$ cat config.mk
export PLATFORM = sky130hd
export DESIGN_NAME = mux_reg_n_flat
export DESIGN_NICKNAME = d
export VERILOG_FILES = /design/src/rtl/mux_reg_n_if.sv /design/src/rtl/mux_reg_n.sv /design/src/flat_wrapper.sv
export SDC_FILE = /design/constraint.sdc
export NUM_CORES = 1
export LEC_CHECK = 0
export ABC_AREA = 1
export CORE_AREA = 2 2 131 133
export DETAILED_ROUTE_END_ITERATION = 7
export DIE_AREA = 0 0 133 135
export PLACE_DENSITY = 0.77
export SYNTH_ARGS = -nofsm -noshare
export SYNTH_HDL_FRONTEND = slang
export SYNTH_SLANG_ARGS = --single-unit
export TNS_END_PERCENT = 100
$ cat constraint.sdc
create_clock -name clk -period 1.7 [get_ports clk]
set_clock_uncertainty 0.05 [all_clocks]
set_input_delay 0.17 -clock clk [delete_from_list [all_inputs] [get_ports clk]]
set_output_delay 0.17 -clock clk [all_outputs]
set_load 0.01 [all_outputs]
$ cat src/rtl/mux_reg_n_if.sv
// Channel bus for mux_reg_n: packed input channels, select/strobe controls
// and the registered result.
interface mux_reg_n_if #(
    parameter int WIDTH = 32,
    parameter int N     = 9,
    parameter int SELW  = 4
);
    logic [N*WIDTH-1:0] In;
    logic [SELW-1:0]    Sinal;
    logic               Mode;
    logic               Load;
    logic               ErrClr;
    logic [WIDTH-1:0]   Out;
    logic               Valid;
    logic [SELW-1:0]    Chan;
    logic               Err;

    modport master (
        output In, Sinal, Mode, Load, ErrClr,
        input  Out, Valid, Chan, Err
    );

    modport slave (
        input  In, Sinal, Mode, Load, ErrClr,
        output Out, Valid, Chan, Err
    );
endinterface

$ cat src/rtl/mux_reg_n.sv
// Registered N-way channel multiplexer with direct-select and auto-scan
// capture modes and a sticky out-of-range select flag.
module mux_reg_n #(
    parameter int WIDTH = 32,
    parameter int N     = 9,
    parameter int SELW  = 4
) (
    input  logic        clk,
    input  logic        reset,
    mux_reg_n_if.slave  bus
);

    logic [WIDTH-1:0] out_q;
    logic [SELW-1:0]  chan_q;
    logic [SELW-1:0]  scan_cnt;
    logic             valid_q;
    logic             err_q;

    logic             sel_ok;
    logic             scan_last;
    logic             err_evt;
    int               sel_idx;
    logic [WIDTH-1:0] sel_data;

    // sel_idx is always a legal channel: scan_cnt never reaches N and an
    // out-of-range direct select falls back to channel 0 (its data is unused).
    always_comb begin
        sel_ok    = int'(bus.Sinal) < N;
        scan_last = int'(scan_cnt) == N - 1;
        err_evt   = bus.Load && !bus.Mode && !sel_ok;
        sel_idx   = 0;
        if (bus.Mode)
            sel_idx = int'(scan_cnt);
        else if (sel_ok)
            sel_idx = int'(bus.Sinal);
        sel_data  = bus.In[sel_idx*WIDTH +: WIDTH];
    end

    always_ff @(posedge clk or posedge reset) begin
        if (reset) begin
            out_q    <= '0;
            chan_q   <= '0;
            scan_cnt <= '0;
            valid_q  <= 1'b0;
            err_q    <= 1'b0;
        end else begin
            valid_q <= 1'b0;
            if (!bus.Mode)
                scan_cnt <= '0;

            if (bus.Load) begin
                if (bus.Mode) begin
                    out_q    <= sel_data;
                    chan_q   <= scan_cnt;
                    valid_q  <= 1'b1;
                    scan_cnt <= scan_last ? '0 : scan_cnt + SELW'(1);
                end else if (sel_ok) begin
                    out_q   <= sel_data;
                    chan_q  <= bus.Sinal;
                    valid_q <= 1'b1;
                end
            end

            // A new error in the same cycle beats a clear request.
            if (err_evt)
                err_q <= 1'b1;
            else if (bus.ErrClr)
                err_q <= 1'b0;
        end
    end

    assign bus.Out   = out_q;
    assign bus.Chan  = chan_q;
    assign bus.Valid = valid_q;
    assign bus.Err   = err_q;

endmodule

$ cat src/flat_wrapper.sv
// flat-port wrapper written by rule: the top's interface ports become plain ports
module mux_reg_n_flat 
#(
    parameter int WIDTH = 32,
    parameter int N     = 9,
    parameter int SELW  = 4
)
  (clk, reset, bus_In, bus_Sinal, bus_Mode, bus_Load, bus_ErrClr, bus_Out, bus_Valid, bus_Chan, bus_Err);
  mux_reg_n_if #(.WIDTH(WIDTH), .N(N), .SELW(SELW)) bus_i ();
  input  logic clk;
  input  logic reset;
  input wire logic [$bits(bus_i.In)-1:0] bus_In;
  input wire logic [$bits(bus_i.Sinal)-1:0] bus_Sinal;
  input wire logic [$bits(bus_i.Mode)-1:0] bus_Mode;
  input wire logic [$bits(bus_i.Load)-1:0] bus_Load;
  input wire logic [$bits(bus_i.ErrClr)-1:0] bus_ErrClr;
  output wire logic [$bits(bus_i.Out)-1:0] bus_Out;
  output wire logic [$bits(bus_i.Valid)-1:0] bus_Valid;
  output wire logic [$bits(bus_i.Chan)-1:0] bus_Chan;
  output wire logic [$bits(bus_i.Err)-1:0] bus_Err;
  assign bus_i.In = bus_In;
  assign bus_i.Sinal = bus_Sinal;
  assign bus_i.Mode = bus_Mode;
  assign bus_i.Load = bus_Load;
  assign bus_i.ErrClr = bus_ErrClr;
  assign bus_Out = bus_i.Out;
  assign bus_Valid = bus_i.Valid;
  assign bus_Chan = bus_i.Chan;
  assign bus_Err = bus_i.Err;
  mux_reg_n #(.WIDTH(WIDTH), .N(N), .SELW(SELW)) u_core (.clk(clk), .reset(reset), .bus(bus_i));
endmodule
== After elaboration in Yosys (flattened, before gate mapping) ==
Cells that the tools add are included.
Word-level totals
  bits of input ports: 297
  flip-flop bits (word level): 42
  logic and storage cells: 31
  output and inout port bits: 38
Operators by class
  shift operators: 1
  mux-type cells: 15
  equal/unequal tests: 1
  reductions and logical operators: 7
  add/subtract/negate cells: 1
  magnitude comparators: 1
Operators by type and width (count)
  $shiftx A288 B32 Y32: 1
  $mux W32: 2
  $mux W4: 7
  $mux W27: 1
  $mux W1: 5
  $add A4 B1 Y4 const B: 1
  $eq A4 B4 Y1 const B: 1
  $lt A4 B4 Y1 const B: 1
  $reduce_bool A2 Y1: 2
  $logic_and A1 B1 Y1: 2
  $logic_not A1 Y1: 2
  $reduce_and A2 Y1: 1

== Longest topological paths before layout ==
  word-level depth: 6
  depth in mapped cells: 12

== Least setup slack after synthesis ==
No wires, ideal clock.
  kind: reg2reg
  start point: reg u_core.scan_cnt[0]
  end point: reg u_core.out_q[19], in the netlist u_core.bus.Out[19]
  buffers on the path: 2
  required time: 1.529 ns
  slack: 0.244 ns
  stages on the path, launching flop included: 10
  arrival: 1.285 ns
  cell sequence: dfrtp_1 -> nand2_2 -> nand2_1 -> buf_2 -> buf_2 -> nand3b_1 -> nand3_1 -> nand3_1 -> nand3_1 -> a21oi_1
Between the ends
  word-level cells in the longest chain between the ends: 4
RTL lines
  start: declaration: line mux_reg_n.sv:15  | logic [SELW-1:0] scan_cnt;
  start signal: assignment: line mux_reg_n.sv:56  | scan_cnt <= scan_last ? '0 : scan_cnt + SELW'(1);
  $mux W27 *: line mux_reg_n.sv:32  | if (bus.Mode)
  $shiftx A288 B32 Y32 *: line mux_reg_n.sv:36  | sel_data = bus.In[sel_idx*WIDTH +: WIDTH];
  $mux W32: line mux_reg_n.sv:57  | end else if (sel_ok) begin
  $mux W32 *: line mux_reg_n.sv:52  | if (bus.Mode) begin
  end signal: assignment: line mux_reg_n.sv:53  | out_q <= sel_data;
  end signal: assignment: line mux_reg_n.sv:58  | out_q <= sel_data;
  end: declaration: line mux_reg_n.sv:13  | logic [WIDTH-1:0] out_q;
Every way passes the cells marked *; elsewhere a longest branch is shown, timed or not. The select of a mux whose other input is x is not followed.
A chain may end at the register's enable or synchronous reset.

== Worst setup path in the final report ==
  start point: reg u_core.scan_cnt[0]
  end point: reg u_core.out_q[29], in the netlist u_core.bus.Out[29]
The elaborated chain is that of the path after synthesis.

==> out/metrics.yaml <==
status: "complete, no violations"
synth_edf_count: 0
finalSetupViolCount: 0
cp.required_ns: 1.87
yosysTopAreaCell: "nand3_1"
core_um2: 16400
worst-path-max-fanout: 27
antenna_found_initial: 0
cts_tree: "done"
root_buffer: "clkbuf_16"
dieArea_um2: 18000
crit_path_start_kind: "register"
avgSynthCellArea_um2: 5.38
ir_worst_vdd_mv: 0.512
hold_buffers: 0
io_buffers: 334
synth.most_common_cell: "nand3_1"
cp.arrival_ns: 1.85
hold_viol: 0
yosysWarnings: 0
gp_congestion: 0.928
mappedNetlistArea_um2: 5630
cts.sinks: 42
cts_max_level: 2
p_total_uw: 5360
fp.dieH_um: 135
fill_cells: 1512
dr.pass1.iters: 5
p_leak_uw: 0.00542
routedWlPerCell_um: 16.1
p_per_area_nw_per_um2: 515
cts_made_buffers: 5
rr_startpoint: "u_core.scan_cnt[0]"
syn-num-nets: 1347
first_iter_violations: 536
die_x_um: 133
layout.nets: 1697
start_util: 0.343
finalNonFillerCells: 1619
endpoint_kind: "register"
dpl.cell_count: 1593
async_reset_ff_frac: 1.00
synth_top_area_frac: 0.315
hold_path.class: "in2async"
area_growth_pct: 84.9
antenna_cells: 0
via_per_inst: 4.90
grt_max_degree: 59
finalCritPeriodShare: 0.987
synth_seq_cells: 42
synthCells: 1048
num_vias: 7932
max_cap_viol_count: 0
antenna_left: 0
slew_headroom: 0.744
top_level_ports: 335
hold_ws_ns: 0.188
routed_wl_mm: 26.1
grt_pass1_vias: 7482
drc_errors: 0
postPlaceCellArea_um2: 9610
crit_type: "reg2reg"
reg2reg_to: "u_core.bus.Out[29]"
drive_above_1_share: 0.124
yosysSeqAreaShare: 0.187
num_rows: 47
synth_common_cells: "nand3_1 (355), inv_1 (264), nand2_1 (179), buf_2 (49), dfrtp_1 (42)"
overflow: 0
ys.flop_type: "dfrtp_1"
rsz0062_at_grt: "true"
clock_path_buffers: 2
synth_cell_types: 22
reg2reg_slack_ns: 0.02
maxSlewViolCount: 0
grt_pass1_wl_mm: 39.4
fin_crit_ns: 1.68
max_freq_mhz: 596
clkTransAtPathRegs_ns: 0.07
worstSkewPairLatency_ns: 0.29
grt_util_all_layers: 0.277
tightest_slew_ns: 0.385
worstRegToRegCells: 9
synth.area.top_cells: "nand3_1 (32%), dfrtp_1 (19%), inv_1 (18%)"
dpl.hpwl_mm: 19.0
final_area_um2: 10400
[timing repair]
| item | in CTS | in global routing |
|---|---|---|
| gates resized for setup | 17 | 75 |
| cloned | 5 | 3 |
| pin swaps | 5 | 41 |
| endpoints found under the setup margin | 32 | 32 |
| setup buffers | 5 | 8 |
[power breakdown]
group | switching (uW) | leakage [uW] | internal [uW] | total (uW)
sequential | 99.3 | 0.000481 | 1150 | 1250
combinational | 1270 | 0.00485 | 1540 | 2810
clock | 455 | 0.0000940 | 846 | 1300
[through the flow]
step	setup TNS (ns)	setup slack [ns]	utilization
after floorplan	0	0.244	-
after global placement	-9.60	-0.374	0.586
after detailed placement	-11.03	-0.420	0.586
after CTS	0	0.00535	0.611
after global routing	-0.485	-0.0436	0.635
final	0	0.0215	0.635
[critical path, stage by stage (launching register included)]
cell     delay [ns]
dfrtp_1        0.41
nand2_4        0.13
nand2_8        0.09
buf_12         0.18
buf_12         0.16
nand3_1        0.07
nand3_1        0.13
nand3_1        0.12
nand3_2        0.09
a21oi_2        0.15
[how the worst max path moves through the flow]
stage | start | end | slack (ns)
floorplan | u_core.scan_cnt[0] | u_core.bus.Out[19] | 0.24
detailed placement | bus_Mode | u_core.bus.Out[13] | -0.42
global route | u_core.scan_cnt[0] | u_core.bus.Out[11] | -0.04
CTS | u_core.scan_cnt[2] | u_core.bus.Out[20] | 0.005
global placement | bus_Mode | u_core.bus.Out[13] | -0.37
finish | u_core.scan_cnt[0] | u_core.bus.Out[29] | 0.02
[layout by cell type, fill, tap and decap left out, drive strengths merged]
cell type / netlist / layout
clkdlybuf4s50: 0 / 332
ha: 2 / 2
buf: 72 / 84
clkbuf: 7 / 8
o22ai: 3 / 3
dlygate4sd2: 0 / 1
nor2: 39 / 39
bufinv: 0 / 2
xnor2: 1 / 1
xor2: 1 / 1
clkinv: 0 / 1
bufbuf: 0 / 1
nand2: 184 / 184
o21ai: 4 / 4
a21oi: 32 / 32
dlymetal6s2s: 0 / 1
nand3b: 33 / 33
a31oi: 3 / 3
nand3: 355 / 355
dfrtp: 42 / 42
inv: 270 / 270
[cell families after synthesis]
logic type | synth area share
AO/OA/AOI/OAI | 0.0386
AND/OR/NAND/NOR | 0.511
flip-flops | 0.187
XOR/XNOR | 0.00311
buffers and inverters | 0.257
adder cells (fa/ha/maj) | 0.00444
[registers in the layout, summed over array words and instances, names as in the netlist]
| name | flops |
|---|---|
| u_core.bus.Valid | 1 |
| u_core.bus.Err | 1 |
| u_core.scan_cnt | 4 |
| u_core.bus.Out | 32 |
| u_core.bus.Chan | 4 |
[routing by layer]
layer  vias up  GRT usage  wire [um]
met5         -          0          0
met3        62     0.0473       2000
met4         0     0.0902        844
met2       368      0.486      12800
li1       3951          -          -
met1      3551      0.345      10500
[layout make-up]
class | count | area, um2 | area share
clock buffer | 5 | 125 | 0.0120
clock inverter | 3 | 68.8 | 0.00661
inverter | 270 | 1020 | 0.0980
multi-input combinational | 657 | 3460 | 0.332
sequential | 42 | 1050 | 0.101
tap | 220 | 275 | 0.0264
timing repair buffer | 422 | 4420 | 0.424
No activity file was read; power rests on OpenSTA's default activity.
